<file path="src/rtl/coalescing_store_buffer.sv">
// In-order store buffer with byte-merged load forwarding.
// Define SB_COALESCE_EN to merge same-word stores into the youngest non-head entry.
module coalescing_store_buffer #(
    parameter int DEPTH = 4,
    parameter int AW    = 32
) (
    input  logic                       clk,
    input  logic                       reset,
    input  logic                       enq_valid,
    input  logic [AW-1:0]              enq_addr,
    input  logic [31:0]                enq_data,
    input  logic [3:0]                 enq_byte_en,
    output logic                       enq_ready,
    input  logic                       lookup_valid,
    input  logic [AW-1:0]              lookup_addr,
    output logic                       lookup_hit,
    output logic [31:0]                lookup_data,
    output logic [3:0]                 lookup_byte_en,
    output logic                       drain_valid,
    input  logic                       drain_ready,
    output logic [AW-1:0]              drain_addr,
    output logic [31:0]                drain_data,
    output logic [3:0]                 drain_byte_en,
    input  logic                       flush,
    output logic [$clog2(DEPTH+1)-1:0] count,
    output logic                       full,
    output logic                       empty,
    output logic                       stall_pipeline
);
    localparam int PW = $clog2(DEPTH);
    localparam int CW = $clog2(DEPTH + 1);
    localparam int TW = AW - 2;

    logic [TW-1:0] tag_q  [DEPTH];
    logic [31:0]   data_q [DEPTH];
    logic [3:0]    be_q   [DEPTH];
    logic [PW-1:0] head;
    logic [PW-1:0] tail;
    logic [CW-1:0] cnt;
    logic          pop;
    logic          coal;
    logic          accept;
    logic          alloc;
    logic [PW-1:0] idx;
    logic          unused_lsbs;

    assign unused_lsbs = ^{enq_addr[1:0], lookup_addr[1:0]};

    assign count          = cnt;
    assign empty          = (cnt == '0);
    assign full           = (cnt == CW'(DEPTH));
    assign drain_valid    = !empty;
    assign drain_addr     = {tag_q[head], 2'b00};
    assign drain_data     = data_q[head];
    assign drain_byte_en  = be_q[head];
    assign pop            = drain_valid && drain_ready;

`ifdef SB_COALESCE_EN
    logic [PW-1:0] young;
    assign young = tail - PW'(1);
    // With one entry the youngest is the head, which may be mid-transfer
    assign coal = enq_valid && (cnt > CW'(1))
                  && (tag_q[young] == enq_addr[AW-1:2]);
`else
    assign coal = 1'b0;
`endif

    assign enq_ready      = !flush && (!full || coal || pop);
    assign accept         = enq_valid && enq_ready;
    assign alloc          = accept && !coal;
    assign stall_pipeline = enq_valid && !enq_ready;

    always_ff @(posedge clk or posedge reset) begin
        if (reset) begin
            head <= '0;
            tail <= '0;
            cnt  <= '0;
            for (int i = 0; i < DEPTH; i++) begin
                tag_q[i]  <= '0;
                data_q[i] <= '0;
                be_q[i]   <= '0;
            end
        end else begin
            if (pop)
                head <= head + PW'(1);
            if (alloc) begin
                tag_q[tail]  <= enq_addr[AW-1:2];
                data_q[tail] <= enq_data;
                be_q[tail]   <= enq_byte_en;
                tail         <= tail + PW'(1);
            end
`ifdef SB_COALESCE_EN
            if (accept && coal) begin
                for (int l = 0; l < 4; l++)
                    if (enq_byte_en[l])
                        data_q[young][8*l +: 8] <= enq_data[8*l +: 8];
                be_q[young] <= be_q[young] | enq_byte_en;
            end
`endif
            cnt <= cnt + CW'(alloc) - CW'(pop);
        end
    end

    // Walk oldest to youngest so younger bytes override older ones
    always_comb begin
        lookup_data    = '0;
        lookup_byte_en = '0;
        idx            = '0;
        if (lookup_valid) begin
            for (int k = 0; k < DEPTH; k++) begin
                idx = head + PW'(k);
                if (CW'(k) < cnt && tag_q[idx] == lookup_addr[AW-1:2]) begin
                    for (int l = 0; l < 4; l++) begin
                        if (be_q[idx][l]) begin
                            lookup_byte_en[l]       = 1'b1;
                            lookup_data[8*l +: 8]   = data_q[idx][8*l +: 8];
                        end
                    end
                end
            end
        end
    end

    assign lookup_hit = lookup_valid && (|lookup_byte_en);
endmodule
</file>
<file path="config.mk">
export PLATFORM = sky130hd
export DESIGN_NAME = coalescing_store_buffer
export DESIGN_NICKNAME = d
export VERILOG_FILES = /design/src/rtl/coalescing_store_buffer.sv
export SDC_FILE = /design/constraint.sdc
export NUM_CORES = 1
export LEC_CHECK = 0
export CORE_ASPECT_RATIO = 1.2
export CORE_MARGIN = 5
export CORE_UTILIZATION = 40
export DETAILED_ROUTE_END_ITERATION = 10
export PLACE_DENSITY = 0.58
export SYNTH_ARGS = -nofsm -noshare
export SYNTH_HDL_FRONTEND = slang
export SYNTH_SLANG_ARGS = --single-unit
</file>
<file path="constraint.sdc">
create_clock -name clk -period 27.1 [get_ports clk]
set_input_delay 5.42 -clock clk [delete_from_list [all_inputs] [get_ports clk]]
set_output_delay 5.42 -clock clk [all_outputs]
set_load 0.05 [all_outputs]
</file>
## After elaboration in Yosys (flattened, before gate mapping)

Index checks and enable logic that the tools add are counted.

- Register bits: 271
- Input port bits: 106
- Output and inout bits: 113
- Logic and storage cells: 145

- $add $sub $neg: 6
- $lt $le $gt $ge: 10
- Equality and inequality tests: 5
- Muxes and demuxes: 87
- Bitwise gates (word level): 5
- Reductions and logical operators: 17

Operators by type and width:

| cell | count |
|---|---|
| 32-bit two-way mux | 14 |
| 30-bit two-way mux | 9 |
| 32-bit binary-select mux with 2-bit select | 4 |
| 30-bit binary-select mux with 2-bit select | 4 |
| 128-bit bitwise mux | 1 |
| 8-bit two-way mux | 16 |
| 120-bit bitwise mux | 1 |
| 30-bit == test | 4 |
| 32-bit demux with 2-bit select | 1 |
| 30-bit demux with 2-bit select | 1 |
| 4-bit two-way mux | 14 |
| 4-bit binary-select mux with 2-bit select | 4 |
| 16-bit bitwise mux | 1 |
| 1-bit two-way mux | 16 |
| 3-bit greater-or-equal comparator (second input constant) | 5 |
| 2-bit NOT with 3-bit output | 5 |
| 1-bit logical AND | 10 |
| 4-bit demux with 2-bit select | 1 |
| 1-bit by 3-bit less-than comparator with 1-bit output (first input constant) | 2 |
| 2-bit by 3-bit less-than comparator with 1-bit output (first input constant) | 2 |
| 2-bit by 1-bit adder with 2-bit output (second input constant) | 2 |
| 2-bit adder (second input constant) | 2 |
| 1-bit logical NOT | 4 |
| 4-bit OR reduction | 1 |
| other kinds (6) | 6 |

## Longest topological paths before layout

- Depth in word-level cells: 16
- Mapped depth: 15
- Depth with buffers taken out: 11

## Worst setup path before layout

Ideal clock, no wire load.

- Path type: input to output
- From: input lookup_addr[18]
- To: output lookup_data[11]
- Arrival time: 8.389 ns
- Data required time: 21.680 ns
- Slack: 13.291 ns
- Stages on the path: 11
- Buffers on the path: 3
- Path through: clkbuf_1 > nor2b_1 > mux2_2 > o211ai_1 > nor4_1 > o2111ai_1 > buf_2 > buf_1 > nor4b_1 > a31oi_1 > o21ai_0

- Word-level cells in the longest chain between the ends: 10
- Elaborated cells between the ends (all ways): 16
- Those cells by class: eq/ne (4); mux (8); reduce/logical (4)

Ends and longest elaborated chain:

| what | RTL line | text |
|---|---|---|
| start: declaration | 15 | `input logic [AW-1:0] lookup_addr,` |
| 30-bit == test | 112 | `if (CW'(k) < cnt && tag_q[idx] == lookup_addr[AW-1:2]) begin` |
| 1-bit logical AND | 112 |  |
| 32-bit two-way mux | 112 |  |
| 8-bit two-way mux | 114 | `if (be_q[idx][l]) begin` |
| 32-bit two-way mux | 112 |  |
| 8-bit two-way mux | 114 |  |
| 32-bit two-way mux | 112 |  |
| 8-bit two-way mux | 114 |  |
| 32-bit two-way mux (*) | 112 |  |
| 32-bit two-way mux (*) | 109 | `if (lookup_valid) begin` |
| end: declaration | 17 | `output logic [31:0] lookup_data,` |

Mark *: on every way between the ends. The rest lies on a longest branch, timed or not.

## Worst setup path in the final report

- From: input lookup_addr[11]
- To: output lookup_data[25]

The elaborated chain is that of the path after synthesis.

==> run summary <==
Post-Place Cells = 2443
GRT Resource Usage Total = 22.4%
Peak Freq = 63.5 MHz
Synth area leaders = dfrtp_1, mux2_2, mux2i_1
Finished Cell Area = 23100 µm²
grt total ovfl = 0
cell accounting for the most synthesized area = dfrtp_1
number of global-route vias before repair = 15300
Via-to-Cell Ratio = 5.97
worst-case clock buffer depth = 3
Cell Pwr Density = 150 nW/µm²
initial antenna violation count = 5
Ys Warns = 0
end of the worst hold path = data_q[85]
switching share of total power = 46.7%
Clk pwr share = 13.8%
Avg Cell Area, Syn = 11.3 µm²
Final Instance Count excl. Fillers = 2502
Final setup violation count = 0
Logic pwr share = 62.7%
Post-CTS Setup Inserts = 0
root buffer cell = clkbuf_16
post-synthesis sequential area ratio = 34.7%
worst path required time = 21.68 ns
Max FO, Critical Path = 13
wire per inst = 24.3 µm
Least-Margin Pin Slew = 1.01 ns
synthesized cell area = 19500 µm²
Clock Skews = 0.0130 ns
LEAKAGE = 0.00935 µW
worst-skew pair later-pin latency = 0.53 ns
Final Cycle Share = 58.2%
Port Buffers = 212
Pre-Repair DR Iteration Count = 5
Hold Path Stages = 1
DP Area = 21900 µm²
DP HPWL = 42.4 mm
core area = 48200 µm²
status = finished clean
via count = 14900
Area Overhead vs Synth = 18.4%
RSZ-0062 raised after global routing = no
Yosys reg bits = 271
Setup TNS Final = 0 ns
RD Place Congestion = 0.921
layout cells sized above 1 = 27.1%
Initial Util = 40.5%
first-pass GRT wire length = 93.3 mm
setup slack, reg-to-reg = 24.05 ns
worst r2r src = count[2]
Psw = 1620 µW
TritonCTS clock tree = built
DRC Markers = 0
dominant synthesized flop cell = dfrtp_1
Slew Limit Fails = 0
Final Hold Fails = 0
Int Power = 1850 µW
Sink Count = 271
Post-Synthesis Cells = 1725
arrival time worst endpoint = 10.34 ns
critical path endpoint category = primary output
share of the synthesized area in the top cell type = 34.7%
post-layout min period = 15.76 ns
pin count of the biggest net entering global routing = 146
Reg clk slew, reported paths = 0.05 ns
Hold Crit Class = reg2reg
post-layout util = 47.9%
die height = 252 µm
wirelength, routed = 60.8 mm
worst vdd ir = 0.129 mV
share of power burned in registers = 23.4%
total power draw = 3480 µW
Async SR Flop Fraction = 100%
worst flop-to-flop path endpoint = data_q[15]
Cell Rows = 88
Post-synth EDFFs = 0
CTS buffer count = 35
post_cts resized = 0
hold_sp = data_q[85]
library cells used by synthesis = 74
Initial DRC Count = 969
CTS Hold Bufs = 0
io pins = 219
H-tree depth = 2
Routed Antenna Nets = 0
critical path class = in2out
R2R cell count = 7
Die Area = 53300 µm²
Rel. slew slack = 32.4%
number of max-cap violations = 0
Startpoint Class = input pin
chip width = 212 µm
nets = 1965
==> cell usage in the layout, fill, tap and decap left out, types with 15 or more instances in the layout <==
cell / instances
nand2_1: 43
nor2_1: 92
dfrtp_1: 269
mux2_2: 334
or4_1: 15
a31oi_1: 22
mux2i_1: 212
xnor2_1: 77
xor2_1: 35
nor4b_1: 20
a21oi_1: 83
inv_1: 20
buf_4: 21
mux4_2: 65
clkbuf_16: 35
o21ai_0: 48
clkdlybuf4s50_1: 212
==> worst max-delay path, cell delays in order <==
cell and delay [ns]:
clkdlybuf4s50_1 0.67, and2_1 0.32, a221o_1 0.36, a2111oi_2 0.86
o211ai_1 0.62, buf_4 0.38, nor3_1 0.47, o211ai_1 0.19
o211ai_1 0.14, clkdlybuf4s50_1 0.89
==> worst max-delay path by stage <==
stage | slack, ns | cells past startpoint | startpoint | endpoint
after detailed placement | 11.52 | 9 | lookup_addr[11] | lookup_data[8]
after CTS | 11.51 | 9 | lookup_addr[11] | lookup_data[8]
final | 11.34 | 10 | lookup_addr[11] | lookup_data[25]
after global placement | 11.46 | 9 | lookup_addr[11] | lookup_data[13]
after floorplan | 13.29 | 11 | lookup_addr[18] | lookup_data[11]
after global routing | 11.19 | 9 | lookup_addr[11] | lookup_data[13]
==> per-layer routing <==
metal | global-route usage [%] | wire (µm) | vias to the layer above
li1 | - | - | 6782
met1 | 27.9 | 24700 | 7603
met2 | 39.7 | 31300 | 444
met3 | 3.90 | 3050 | 100
met4 | 6.55 | 1630 | 6
met5 | 0 | 45 | -
==> cells in the mapped netlist (14+ instances only) <==
library cell,number
xnor2_1,77
o31a_1,14
a31oi_1,22
or4_1,15
inv_1,21
xor2_1,35
nor2_1,92
o211ai_1,14
nor3_1,14
mux4_2,65
buf_2,34
nor4b_1,20
mux2_2,334
buf_1,16
mux2i_1,212
o21ai_0,48
a21oi_1,83
clkbuf_1,71
buf_4,16
nand2_1,47
dfrtp_1,271
==> area by class of cell <==
class | instances | area [µm²]
Multi-Input combinational cell | 1286 | 12000
Fill cell | 4446 | 25100
Clock buffer | 46 | 977
Antenna cell | 2 | 5.00
Tap cell | 630 | 788
Sequential cell | 271 | 6790
Timing Repair Buffer | 234 | 2300
Clock inverter | 11 | 190
Inverter | 22 | 95.1
==> flip-flops by register name (all words and copies together) (netlist names) <==
register  flops
be_q         16
count         3
data_q      128
head          2
tag_q       120
tail          2
==> metrics by stage <==
step / hold slack [ns] / setup slack, ns
CTS: 0.524 / 11.51
global route: 0.534 / 11.19
floorplan: 0.492 / 13.29
detailed placement: 0.510 / 11.52
finish: 0.522 / 11.34
global placement: 0.502 / 11.46
==> power groups by stage <==
| stage | combinational [µW] | clock [µW] | sequential (µW) |
|---|---|---|---|
| floorplan | 1660 | 0 | 743 |
| global placement | 2160 | 0 | 799 |
| detailed placement | 2180 | 0 | 817 |
| CTS | 2190 | 495 | 811 |
| global route | 2330 | 512 | 848 |
| finish | 2180 | 482 | 814 |
==> cell families (layout without fill, tap and decap cells) <==
group / count (synthesis) / count (layout) / share of synthesized area, %
compound gates: 274 / 274 / 9.47
xor+xnor: 112 / 112 / 5.03
fa+ha+maj: 9 / 9 / 0.615
buf+inv: 169 / 313 / 4.16
flops: 271 / 271 / 34.7
mux: 616 / 616 / 38.3
other cells: 1 / 4 / 0.0192
simple gates: 273 / 273 / 7.65
(Power assumes the default switching activity.)
